`config.mk`:
```
export PLATFORM = sky130hd
export DESIGN_NAME = glitch_pulse_gen
export DESIGN_NICKNAME = d
export VERILOG_FILES = /design/src/rtl/glitch_pulse_gen.sv
export SDC_FILE = /design/constraint.sdc
export NUM_CORES = 1
export LEC_CHECK = 0
export ABC_AREA = 0
export BUFFER_PORTS_ARGS = -buffer_cell sky130_fd_sc_hd__buf_2
export CORE_MARGIN = 5
export CORE_UTILIZATION = 35
export DETAILED_ROUTE_END_ITERATION = 6
export GPL_TIMING_DRIVEN = 0
export PLACE_DENSITY = 0.57
export SLEW_MARGIN = 20
export SYNTH_ARGS = -nofsm -noshare
export SYNTH_HDL_FRONTEND = slang
export SYNTH_SLANG_ARGS = --single-unit
```
`constraint.sdc`:
```
create_clock -name clk -period 7.8 [get_ports clk]
set_input_delay 1.95 -clock clk [delete_from_list [all_inputs] [get_ports clk]]
set_output_delay 1.95 -clock clk [all_outputs]
set_load 0.01 [all_outputs]
```
`src/rtl/glitch_pulse_gen.sv`:
```
// Trigger-to-glitch timing stage: synchronizes an external trigger, waits a programmed
// delay, then emits N enable pulses of width W separated by gaps of G cycles.
module glitch_pulse_gen #(
    parameter int DELAY_W     = 16,
    parameter int WIDTH_W     = 8,
    parameter int COUNT_W     = 8,
    parameter int SYNC_STAGES = 2
) (
    input  logic               clk,
    input  logic               rst_n,
    input  logic               arm,
    input  logic               abort,
    input  logic               trig_in,
    input  logic               trig_edge,
    input  logic [DELAY_W-1:0] cfg_delay,
    input  logic [WIDTH_W-1:0] cfg_width,
    input  logic [WIDTH_W-1:0] cfg_gap,
    input  logic [COUNT_W-1:0] cfg_count,
    input  logic [3:0]         cfg_mode,
    output logic               glitch_en,
    output logic [3:0]         glitch_mode,
    output logic               armed,
    output logic               busy,
    output logic               done,
    output logic [COUNT_W-1:0] pulse_cnt,
    output logic [2:0]         dbg_state
);

    localparam int TMR_W = (DELAY_W > WIDTH_W) ? DELAY_W : WIDTH_W;

    typedef enum logic [2:0] {
        S_IDLE  = 3'd0,
        S_ARMED = 3'd1,
        S_DELAY = 3'd2,
        S_PULSE = 3'd3,
        S_GAP   = 3'd4
    } state_t;

    state_t                   r_state;
    state_t                   w_next;

    logic [SYNC_STAGES-1:0]   r_sync;
    logic                     r_hist;
    logic                     r_edge;
    logic                     w_sync;
    logic                     w_edge;

    logic [DELAY_W-1:0]       r_delay;
    logic [WIDTH_W-1:0]       r_width;
    logic [WIDTH_W-1:0]       r_gap;
    logic [COUNT_W-1:0]       r_count;
    logic [3:0]               r_mode;

    logic [TMR_W-1:0]         r_tmr;
    logic                     w_tmr_zero;
    logic                     w_tmr_load;
    logic [TMR_W-1:0]         w_tmr_val;

    logic [COUNT_W-1:0]       r_pulse_cnt;
    logic                     r_glitch_en;
    logic                     r_done;

    logic                     w_arm_accept;
    logic                     w_pulse_start;
    logic                     w_done_set;

    logic [WIDTH_W-1:0]       w_width_eff;
    logic [WIDTH_W-1:0]       w_gap_eff;
    logic [COUNT_W-1:0]       w_count_eff;

    // Zero-valued width/gap/count are promoted to one so every train makes progress.
    assign w_width_eff = (cfg_width == '0) ? WIDTH_W'(1) : cfg_width;
    assign w_gap_eff   = (cfg_gap   == '0) ? WIDTH_W'(1) : cfg_gap;
    assign w_count_eff = (cfg_count == '0) ? COUNT_W'(1) : cfg_count;

    assign w_sync = r_sync[SYNC_STAGES-1];
    assign w_edge = trig_edge ? (r_hist & ~w_sync) : (~r_hist & w_sync);

    always_ff @(posedge clk or negedge rst_n) begin
        if (!rst_n) begin
            r_sync <= '0;
            r_hist <= 1'b0;
            r_edge <= 1'b0;
        end else begin
            r_sync <= {r_sync[SYNC_STAGES-2:0], trig_in};
            r_hist <= w_sync;
            // Only edges seen while waiting in ARMED may start a train.
            r_edge <= w_edge & (r_state == S_ARMED) & ~abort;
        end
    end

    assign w_tmr_zero   = (r_tmr == '0);
    assign w_arm_accept = (r_state == S_IDLE) & arm & ~abort;

    always_comb begin
        w_next        = r_state;
        w_tmr_load    = 1'b0;
        w_tmr_val     = '0;
        w_pulse_start = 1'b0;
        w_done_set    = 1'b0;
        if (abort) begin
            w_next = S_IDLE;
        end else begin
            case (r_state)
                S_IDLE: begin
                    if (arm) w_next = S_ARMED;
                end
                S_ARMED: begin
                    if (r_edge) begin
                        if (r_delay == '0) begin
                            w_next        = S_PULSE;
                            w_tmr_load    = 1'b1;
                            w_tmr_val     = TMR_W'(r_width - WIDTH_W'(1));
                            w_pulse_start = 1'b1;
                        end else begin
                            w_next     = S_DELAY;
                            w_tmr_load = 1'b1;
                            w_tmr_val  = TMR_W'(r_delay - DELAY_W'(1));
                        end
                    end
                end
                S_DELAY: begin
                    if (w_tmr_zero) begin
                        w_next        = S_PULSE;
                        w_tmr_load    = 1'b1;
                        w_tmr_val     = TMR_W'(r_width - WIDTH_W'(1));
                        w_pulse_start = 1'b1;
                    end
                end
                S_PULSE: begin
                    if (w_tmr_zero) begin
                        if (r_pulse_cnt == r_count) begin
                            w_next     = S_IDLE;
                            w_done_set = 1'b1;
                        end else begin
                            w_next     = S_GAP;
                            w_tmr_load = 1'b1;
                            w_tmr_val  = TMR_W'(r_gap - WIDTH_W'(1));
                        end
                    end
                end
                S_GAP: begin
                    if (w_tmr_zero) begin
                        w_next        = S_PULSE;
                        w_tmr_load    = 1'b1;
                        w_tmr_val     = TMR_W'(r_width - WIDTH_W'(1));
                        w_pulse_start = 1'b1;
                    end
                end
                default: w_next = S_IDLE;
            endcase
        end
    end

    always_ff @(posedge clk or negedge rst_n) begin
        if (!rst_n) begin
            r_state <= S_IDLE;
        end else begin
            r_state <= w_next;
        end
    end

    // Down-counter: loaded with length-1 on state entry, phase ends when it hits zero.
    always_ff @(posedge clk or negedge rst_n) begin
        if (!rst_n) begin
            r_tmr <= '0;
        end else if (w_tmr_load) begin
            r_tmr <= w_tmr_val;
        end else if (!w_tmr_zero) begin
            r_tmr <= r_tmr - TMR_W'(1);
        end
    end

    always_ff @(posedge clk or negedge rst_n) begin
        if (!rst_n) begin
            r_delay <= '0;
            r_width <= WIDTH_W'(1);
            r_gap   <= WIDTH_W'(1);
            r_count <= COUNT_W'(1);
            r_mode  <= 4'd0;
        end else if (w_arm_accept) begin
            r_delay <= cfg_delay;
            r_width <= w_width_eff;
            r_gap   <= w_gap_eff;
            r_count <= w_count_eff;
            r_mode  <= cfg_mode;
        end
    end

    always_ff @(posedge clk or negedge rst_n) begin
        if (!rst_n) begin
            r_pulse_cnt <= '0;
            r_glitch_en <= 1'b0;
            r_done      <= 1'b0;
        end else begin
            if (w_arm_accept) begin
                r_pulse_cnt <= '0;
            end else if (w_pulse_start) begin
                r_pulse_cnt <= r_pulse_cnt + COUNT_W'(1);
            end
            // Enable is the registered image of the PULSE state, so it never glitches.
            r_glitch_en <= (w_next == S_PULSE);
            r_done      <= w_done_set;
        end
    end

    assign glitch_en   = r_glitch_en;
    assign glitch_mode = r_mode;
    assign armed       = (r_state == S_ARMED);
    assign busy        = (r_state == S_DELAY) | (r_state == S_PULSE) | (r_state == S_GAP);
    assign done        = r_done;
    assign pulse_cnt   = r_pulse_cnt;
    assign dbg_state   = r_state;

endmodule

```
==> results of run 1 <==
## cell usage in the layout (no fill, tap or decap), drive strengths merged, types with 4 or more instances in the layout
cell	n
or4	9
xnor2	29
nor3	18
nand2b	4
o21ai	19
o22ai	5
o31ai	7
a22oi	4
ha	7
mux2	36
clkbuf	24
dfrtp	74
buf	77
nor2b	6
nand2	25
xor2	17
nand4	6
nor2	49
nand3	11
or3	5
inv	12
a21oi	25
nor4	16
## worst paths after layout
| kind | end | slack, ns | cells after the start |
|---|---|---|---|
| max | busy | 4.22 | 4 |
| min | r_sync[1]$_DFF_PN0_ | 0.35 | 0 |
| max reg2reg | r_tmr[3]$_DFFE_PN0P_ | 4.75 | 9 |
| min reg2reg | r_sync[1]$_DFF_PN0_ | 0.35 | 0 |
| max in group asynchronous | pulse_cnt[0]$_DFFE_PN0P_ | 5.64 | 2 |
| min in group asynchronous | glitch_mode[3]$_DFFE_PN0P_ | 1.57 | 1 |
## worst reg2reg max path: cells and delay by family (launching register included)
kind / cells / cell delay (ns)
buffers and inverters: 2 / 0.27
adder cells (fa/ha/maj): 1 / 0.17
flip-flops: 1 / 0.38
AO/OA/AOI/OAI: 4 / 1.18
AND/OR/NAND/NOR: 2 / 0.90
## Yosys cell counts (2+ instances only)
cell type / instances / area (sq um)
nand4_1: 6 / 37.5
a31oi_1: 3 / 18.8
o31ai_1: 6 / 45.0
dfstp_2: 3 / 78.8
nand3b_1: 2 / 15.0
or3_1: 5 / 31.3
buf_6: 3 / 33.8
dfrtp_1: 74 / 1850
mux2i_1: 2 / 20.0
nor2b_1: 6 / 37.5
nand2b_1: 4 / 25.0
nor2_1: 49 / 184
buf_2: 3 / 15.0
a2111oi_1: 2 / 20.0
nand3_1: 11 / 55.1
or2_2: 2 / 12.5
xor2_1: 17 / 149
nand2_1: 25 / 93.8
or4_1: 9 / 67.6
nor3_1: 18 / 90.1
a22oi_1: 4 / 30.0
xnor2_1: 29 / 254
a21o_1: 3 / 22.5
inv_1: 12 / 45.0
o22ai_1: 5 / 31.3
clkbuf_1: 12 / 45.0
nor4_1: 15 / 93.8
a21oi_1: 25 / 125
ha_1: 7 / 87.6
o21ai_1: 5 / 25.0
o21ai_0: 14 / 70.1
or4b_1: 2 / 20.0
mux2_2: 36 / 405
## sequential cells by signal (all words and copies together) (netlist names)
| register | flops |
|---|---|
| r_delay | 16 |
| r_count | 8 |
| dbg_state | 3 |
| r_tmr | 16 |
| done | 1 |
| r_width | 8 |
| glitch_mode | 4 |
| r_gap | 8 |
| pulse_cnt | 8 |
| r_edge | 1 |
| glitch_en | 1 |
| r_hist | 1 |
| r_sync | 2 |
## cell type report
class	instances	area [sq um]
Buffer	19	101
Clock buffer	12	256
Clock inverter	4	70.1
Fill cell	1233	6850
Inverter	12	45.0
Multi-Input combinational cell	332	2280
Sequential cell	77	1930
Tap cell	168	210
Timing Repair Buffer	70	368
## cells by family after synthesis
kind of cell | after synthesis | share of synthesized area
buf+inv | 31 | 0.0336
xor+xnor | 46 | 0.0925
simple gates | 162 | 0.196
flops | 77 | 0.443
compound gates | 79 | 0.117
mux | 38 | 0.0977
fa+ha+maj | 7 | 0.0201
## metal layers
| layer | wire length (um) | GRT usage | vias to the layer above |
|---|---|---|---|
| met5 | 0 | 0 | - |
| met4 | 237 | 0.0700 | 0 |
| li1 | - | - | 1763 |
| met1 | 5060 | 0.206 | 1711 |
| met3 | 260 | 0.0223 | 17 |
| met2 | 5240 | 0.247 | 59 |
## stage by stage
step	setup slack [ns]	std cells	hold slack (ns)	instance area (sq um)	power (mW)
detailed placement	4.24	678	0.345	4940	0.889
global placement	3.40	676	0.334	4910	0.876
finish	4.22	694	0.353	5270	1.34
floorplan	4.47	440	0.331	4360	0.789
global route	4.08	694	0.375	5270	1.42
CTS	4.19	694	0.358	5270	1.35
## report_power, final
part           internal (mW)  switching (mW)  total [mW]
combinational          0.153           0.148       0.301
clock                  0.296           0.156       0.453
sequential             0.490          0.0923       0.582
==> flow_summary.json, run 1 <==
{
  "die_width_um": 122,
  "cts_tree": "built",
  "mapped_nets": 497,
  "timing.critical_path.from_type": "flop",
  "synth.yosys.seq_area_share": 0.443,
  "synthArstFlopShare": 1.00,
  "critical-path-slowest-cell": "dfrtp_1",
  "hold_violations": 0,
  "timing.final.crit_share": 0.459,
  "worstSetupStartpoint": "dbg_state[1]$_DFF_PN0_",
  "cp.required_ns": 5.85,
  "cts-hold-fix-buffers": 0,
  "timing.fmax_ghz": 0.279,
  "critical_path.top_delay_family": "buffers and inverters",
  "root_buffer": "clkbuf_16",
  "clock_path_buffers": 2,
  "syn_inst": 440,
  "outcome": "finished clean",
  "worst_max_slew_pin_slew_ns": 0.777,
  "critical_path_class": "reg -> out",
  "number_of_flip_flops_and_latches_in_the_synthesized_netlist": 77,
  "grt_util_all_layers": 0.154,
  "cts.repair_timing.setup_buffer_count": 0,
  "synth_edf_count": 0,
  "worst_case_vdd_ir_drop_mv": 0.139,
  "clkSlewWorstSetupHoldPaths_ns": 0.06,
  "initial_standard_cell_utilization_of_the_core": 0.360,
  "finalSetupViolCount": 0,
  "timing.clock.skew_ns": 0.00393,
  "regToRegStartpoint": "r_tmr[0]$_DFFE_PN0P_",
  "pin_count_of_the_biggest_net_entering_global_routing": 42,
  "crit_path_largest_cell_delay_ns": 0.46,
  "clock_tree.htree_level_count": 3,
  "via_per_inst": 5.12,
  "number_of_antenna_violations_at_the_first_check_in_global_routing": 0,
  "grt_setup_unrepaired": "false",
  "num_antenna_cells": 0,
  "vias_in_the_first_global_route": 3594,
  "detailed_place_hpwl_um": 8450,
  "static-leakage-power_nw": 2.19,
  "latest_clock_arrival_within_the_worst_skew_pair_ns": 0.34,
  "synth.yosys.warnings": 0,
  "top_level_ports": 69,
  "die_footprint_sq_mm": 0.0148,
  "cts_num_sinks": 77,
  "hp-class": "reg -> reg",
  "netlist_area_before_placement_sq_mm": 0.00436,
  "max-slew-margin-rel": 0.477,
  "power_density_mw_per_mm2": 254,
  "fraction_of_final_layout_cells_with_drive_strength_greater_than_1": 0.272,
  "path_buf_inv": 2,
  "post-route-min-period_ns": 3.58,
  "grt_first_pass_wirelength_um": 18000,
  "grt_remaining_overflow": 0,
  "setup_total_negative_slack_ns": 0,
  "postLayoutCoreUtil": 0.435,
  "total_vias_in_the_final_route": 3550,
  "antenna_left": 0,
  "min-delay-start": "r_sync[0]$_DFF_PN0_",
  "resize_count_post_cts": 0,
  "cp_cell_sequence": "clkbuf_1 -> nor2b_1 -> a21o_1 -> buf_2",
  "numPortBuffers": 68,
  "avgSynthCellArea_sq_um": 9.90,
  "route.detailed.wl_per_inst_um": 15.6,
  "detailedRoute.firstPassIterationCount": 4,
  "synthDistinctLibCells": 54,
  "drc_errors": 0,
  "slew_viol_final": 0,
  "critPathArrivalTime_ns": 1.63,
  "area_growth_synth_to_finish_pct": 20.9,
  "die_height_um": 122,
  "gpl.final_weighted_congestion": 0.869,
  "core_area_sq_mm": 0.0121,
  "finish.net_count": 578,
  "cts_inserted_buffers": 9,
  "route.final.wire_length_um": 10800,
  "leading_register_cell_type_out_of_synthesis": "dfrtp_1",
  "drt_iter0_drc": 143,
  "critical_path_peak_fanout": 10,
  "worst_setup_path_end_kind": "output pin",
  "rows": 40,
  "drv_cap": 0
}
Power figures use the tool's default switching activity.
==> run 2, diff against run 1 <==
Settings changed: PLACE_DENSITY 0.57 to 0.59.
Clock period 7.8 ns to 3 ns, I/O delays scaled along.
==> run 2 against run 1 <==
- wire length grew 0.45%
- combinational power grew to 2.6 times the previous value
- via count grew 1.5%
- count of clock-buffer cells in the layout is the same
- critical path depth grew 5
- register-to-register slack lost 4.7 ns
- global-route usage shrank 0.19 points
- critical endpoint is now r_tmr[3]$_DFFE_PN0P_
- largest power group unchanged
==> flow_summary.json, run 2 (same netlist as run 1, synthesis figures left out) <==
{
  "fraction_of_final_layout_cells_with_drive_strength_greater_than_1": 0.276,
  "hp-class": "reg -> reg",
  "critical_path_class": "reg -> reg",
  "number_of_antenna_violations_at_the_first_check_in_global_routing": 0,
  "gpl.final_weighted_congestion": 0.862,
  "seq_pwr_share": 0.426,
  "route.final.wire_length_um": 10800,
  "grt_util_all_layers": 0.152,
  "core_area_sq_mm": 0.0121,
  "finalSetupViolCount": 0,
  "worst_max_slew_pin_slew_ns": 0.805,
  "power_mw": 3.55,
  "antenna_left": 0,
  "setup_total_negative_slack_ns": 0,
  "area_growth_synth_to_finish_pct": 22.1,
  "clkSlewWorstSetupHoldPaths_ns": 0.06,
  "cts_tree": "built",
  "cts.repair_timing.setup_buffer_count": 0,
  "vias_in_the_first_global_route": 3590,
  "total_vias_in_the_final_route": 3604,
  "rows": 40,
  "cts_num_sinks": 77,
  "numPortBuffers": 68,
  "p_int_mw": 2.51,
  "num_antenna_cells": 0,
  "hold_violations": 0,
  "grt_first_pass_wirelength_um": 17900,
  "latest_clock_arrival_within_the_worst_skew_pair_ns": 0.34,
  "drc_errors": 0,
  "power_density_mw_per_mm2": 668,
  "cts_inserted_buffers": 9,
  "n_fill_cell": 1204,
  "static-leakage-power_nw": 2.19,
  "grt_setup_unrepaired": "false",
  "max-slew-margin-rel": 0.459,
  "highest_count_cells_in_the_layout_ignoring_fill_and_taps": "dfrtp_1 (74), buf_2 (70), nor2_1 (49)",
  "initial_standard_cell_utilization_of_the_core": 0.360,
  "clock_tree.htree_level_count": 3,
  "layout.cells.non_filler": 693,
  "dpl-instance-area_sq_mm": 0.00493,
  "detailedRoute.firstPassIterationCount": 5,
  "postLayoutCoreUtil": 0.439,
  "clock_path_buffers": 2,
  "timing.clock.skew_ns": 0.00714,
  "drv_cap": 0,
  "critical_path_peak_fanout": 10,
  "reg_top3": "r_delay: 16 flops, r_tmr: 16 flops",
  "cp.required_ns": 3.25,
  "slew_viol_final": 0,
  "drt_iter0_drc": 140,
  "post-route-min-period_ns": 2.90,
  "detailed_place_hpwl_um": 8360,
  "via_per_inst": 5.20,
  "root_buffer": "clkbuf_16",
  "top_level_ports": 69,
  "outcome": "finished clean",
  "p_clk_frac": 0.351,
  "pin_count_of_the_biggest_net_entering_global_routing": 41,
  "share_of_power_burned_in_combinational_logic": 0.223,
  "mostFrequentLayoutCell": "dfrtp_1",
  "die_height_um": 122,
  "power_switching_mw": 1.04,
  "die_width_um": 122,
  "timing.final.crit_share": 0.967,
  "grt_remaining_overflow": 0,
  "die_footprint_sq_mm": 0.0148,
  "timing.critical_path.from_type": "flop",
  "stdcell_area_sq_mm": 0.00532,
  "finish.net_count": 577,
  "placedCellCount": 677,
  "sw_frac_of_total": 0.294,
  "critPathArrivalTime_ns": 3.15,
  "route.detailed.wl_per_inst_um": 15.7,
  "timing.fmax_ghz": 0.345,
  "worst_setup_path_end_kind": "flop",
  "worst_case_vdd_ir_drop_mv": 0.370
}
## run 2: changes by cell type in the layout (fill, tap and decap cells not counted), sizes merged
cell,previous run,this run
buf,77,76
clkinv,2,1
bufinv,2,3
## run 2: layout make-up
type | count | area, sq um | area share
multi-input cells | 332 | 2320 | 0.437
flip-flops and latches | 77 | 1930 | 0.363
repair buffers | 69 | 363 | 0.0683
clock buffers | 12 | 246 | 0.0464
well taps | 168 | 210 | 0.0395
plain buffers | 19 | 101 | 0.0191
clock inverters | 4 | 95.1 | 0.0179
inverters | 12 | 45.0 | 0.00847
## run 2: timing repair
action | CTS | global route
hold buffers | 0 | 0
setup endpoints to repair | 1 | 7
resized for setup | 1 | 5
## run 2: worst paths after layout
kind,endpoint,slack (ns),cells after the start,startpoint
worst max-delay path,r_tmr[3]$_DFFE_PN0P_,0.1,9,r_tmr[0]$_DFFE_PN0P_
worst min-delay path,r_sync[1]$_DFF_PN0_,0.35,0,r_sync[0]$_DFF_PN0_
worst max register to register,r_tmr[3]$_DFFE_PN0P_,0.1,9,r_tmr[0]$_DFFE_PN0P_
worst min register to register,r_sync[1]$_DFF_PN0_,0.35,0,r_sync[0]$_DFF_PN0_
max in group asynchronous,r_width[0]$_DFFE_PN1P_,1.97,2,rst_n
min in group asynchronous,r_count[7]$_DFFE_PN0P_,0.39,1,rst_n
## run 2: worst max-delay path, stage by stage (launching register included)
cell and delay, ns:
dfrtp_1 0.38, inv_1 0.11, ha_1 0.18, or4b_1 0.49, and4b_2 0.40, buf_6 0.18
nand3_1 0.16, nor2_1 0.54, a2111oi_4 0.18, a21oi_1 0.19
## run 2: metal layers
| metal | vias up | GRT usage | routed length (um) |
|---|---|---|---|
| met3 | 13 | 0.0158 | 345 |
| met2 | 84 | 0.248 | 5400 |
| met1 | 1755 | 0.204 | 4900 |
| met5 | - | 0 | 0 |
| met4 | 0 | 0.0714 | 204 |
| li1 | 1752 | - | - |
## run 2: power groups by stage
stage | Sequential [mW] | Combinational, mW | Clock (mW)
after floorplan | 1.47 | 0.581 | 0
after global placement | 1.51 | 0.761 | 0
after detailed placement | 1.53 | 0.781 | 0
after CTS | 1.51 | 0.792 | 1.26
after global routing | 1.55 | 0.889 | 1.30
final | 1.51 | 0.792 | 1.25
## run 2: per-stage QoR
stage	setup slack (ns)	hold WS [ns]
2_1_floorplan	0.511	0.331
3_3_place_gp	-0.0293	0.336
3_5_place_dp	0.00792	0.344
4_1_cts	0.0585	0.357
5_1_grt	0.0116	0.361
6_report	0.0985	0.355
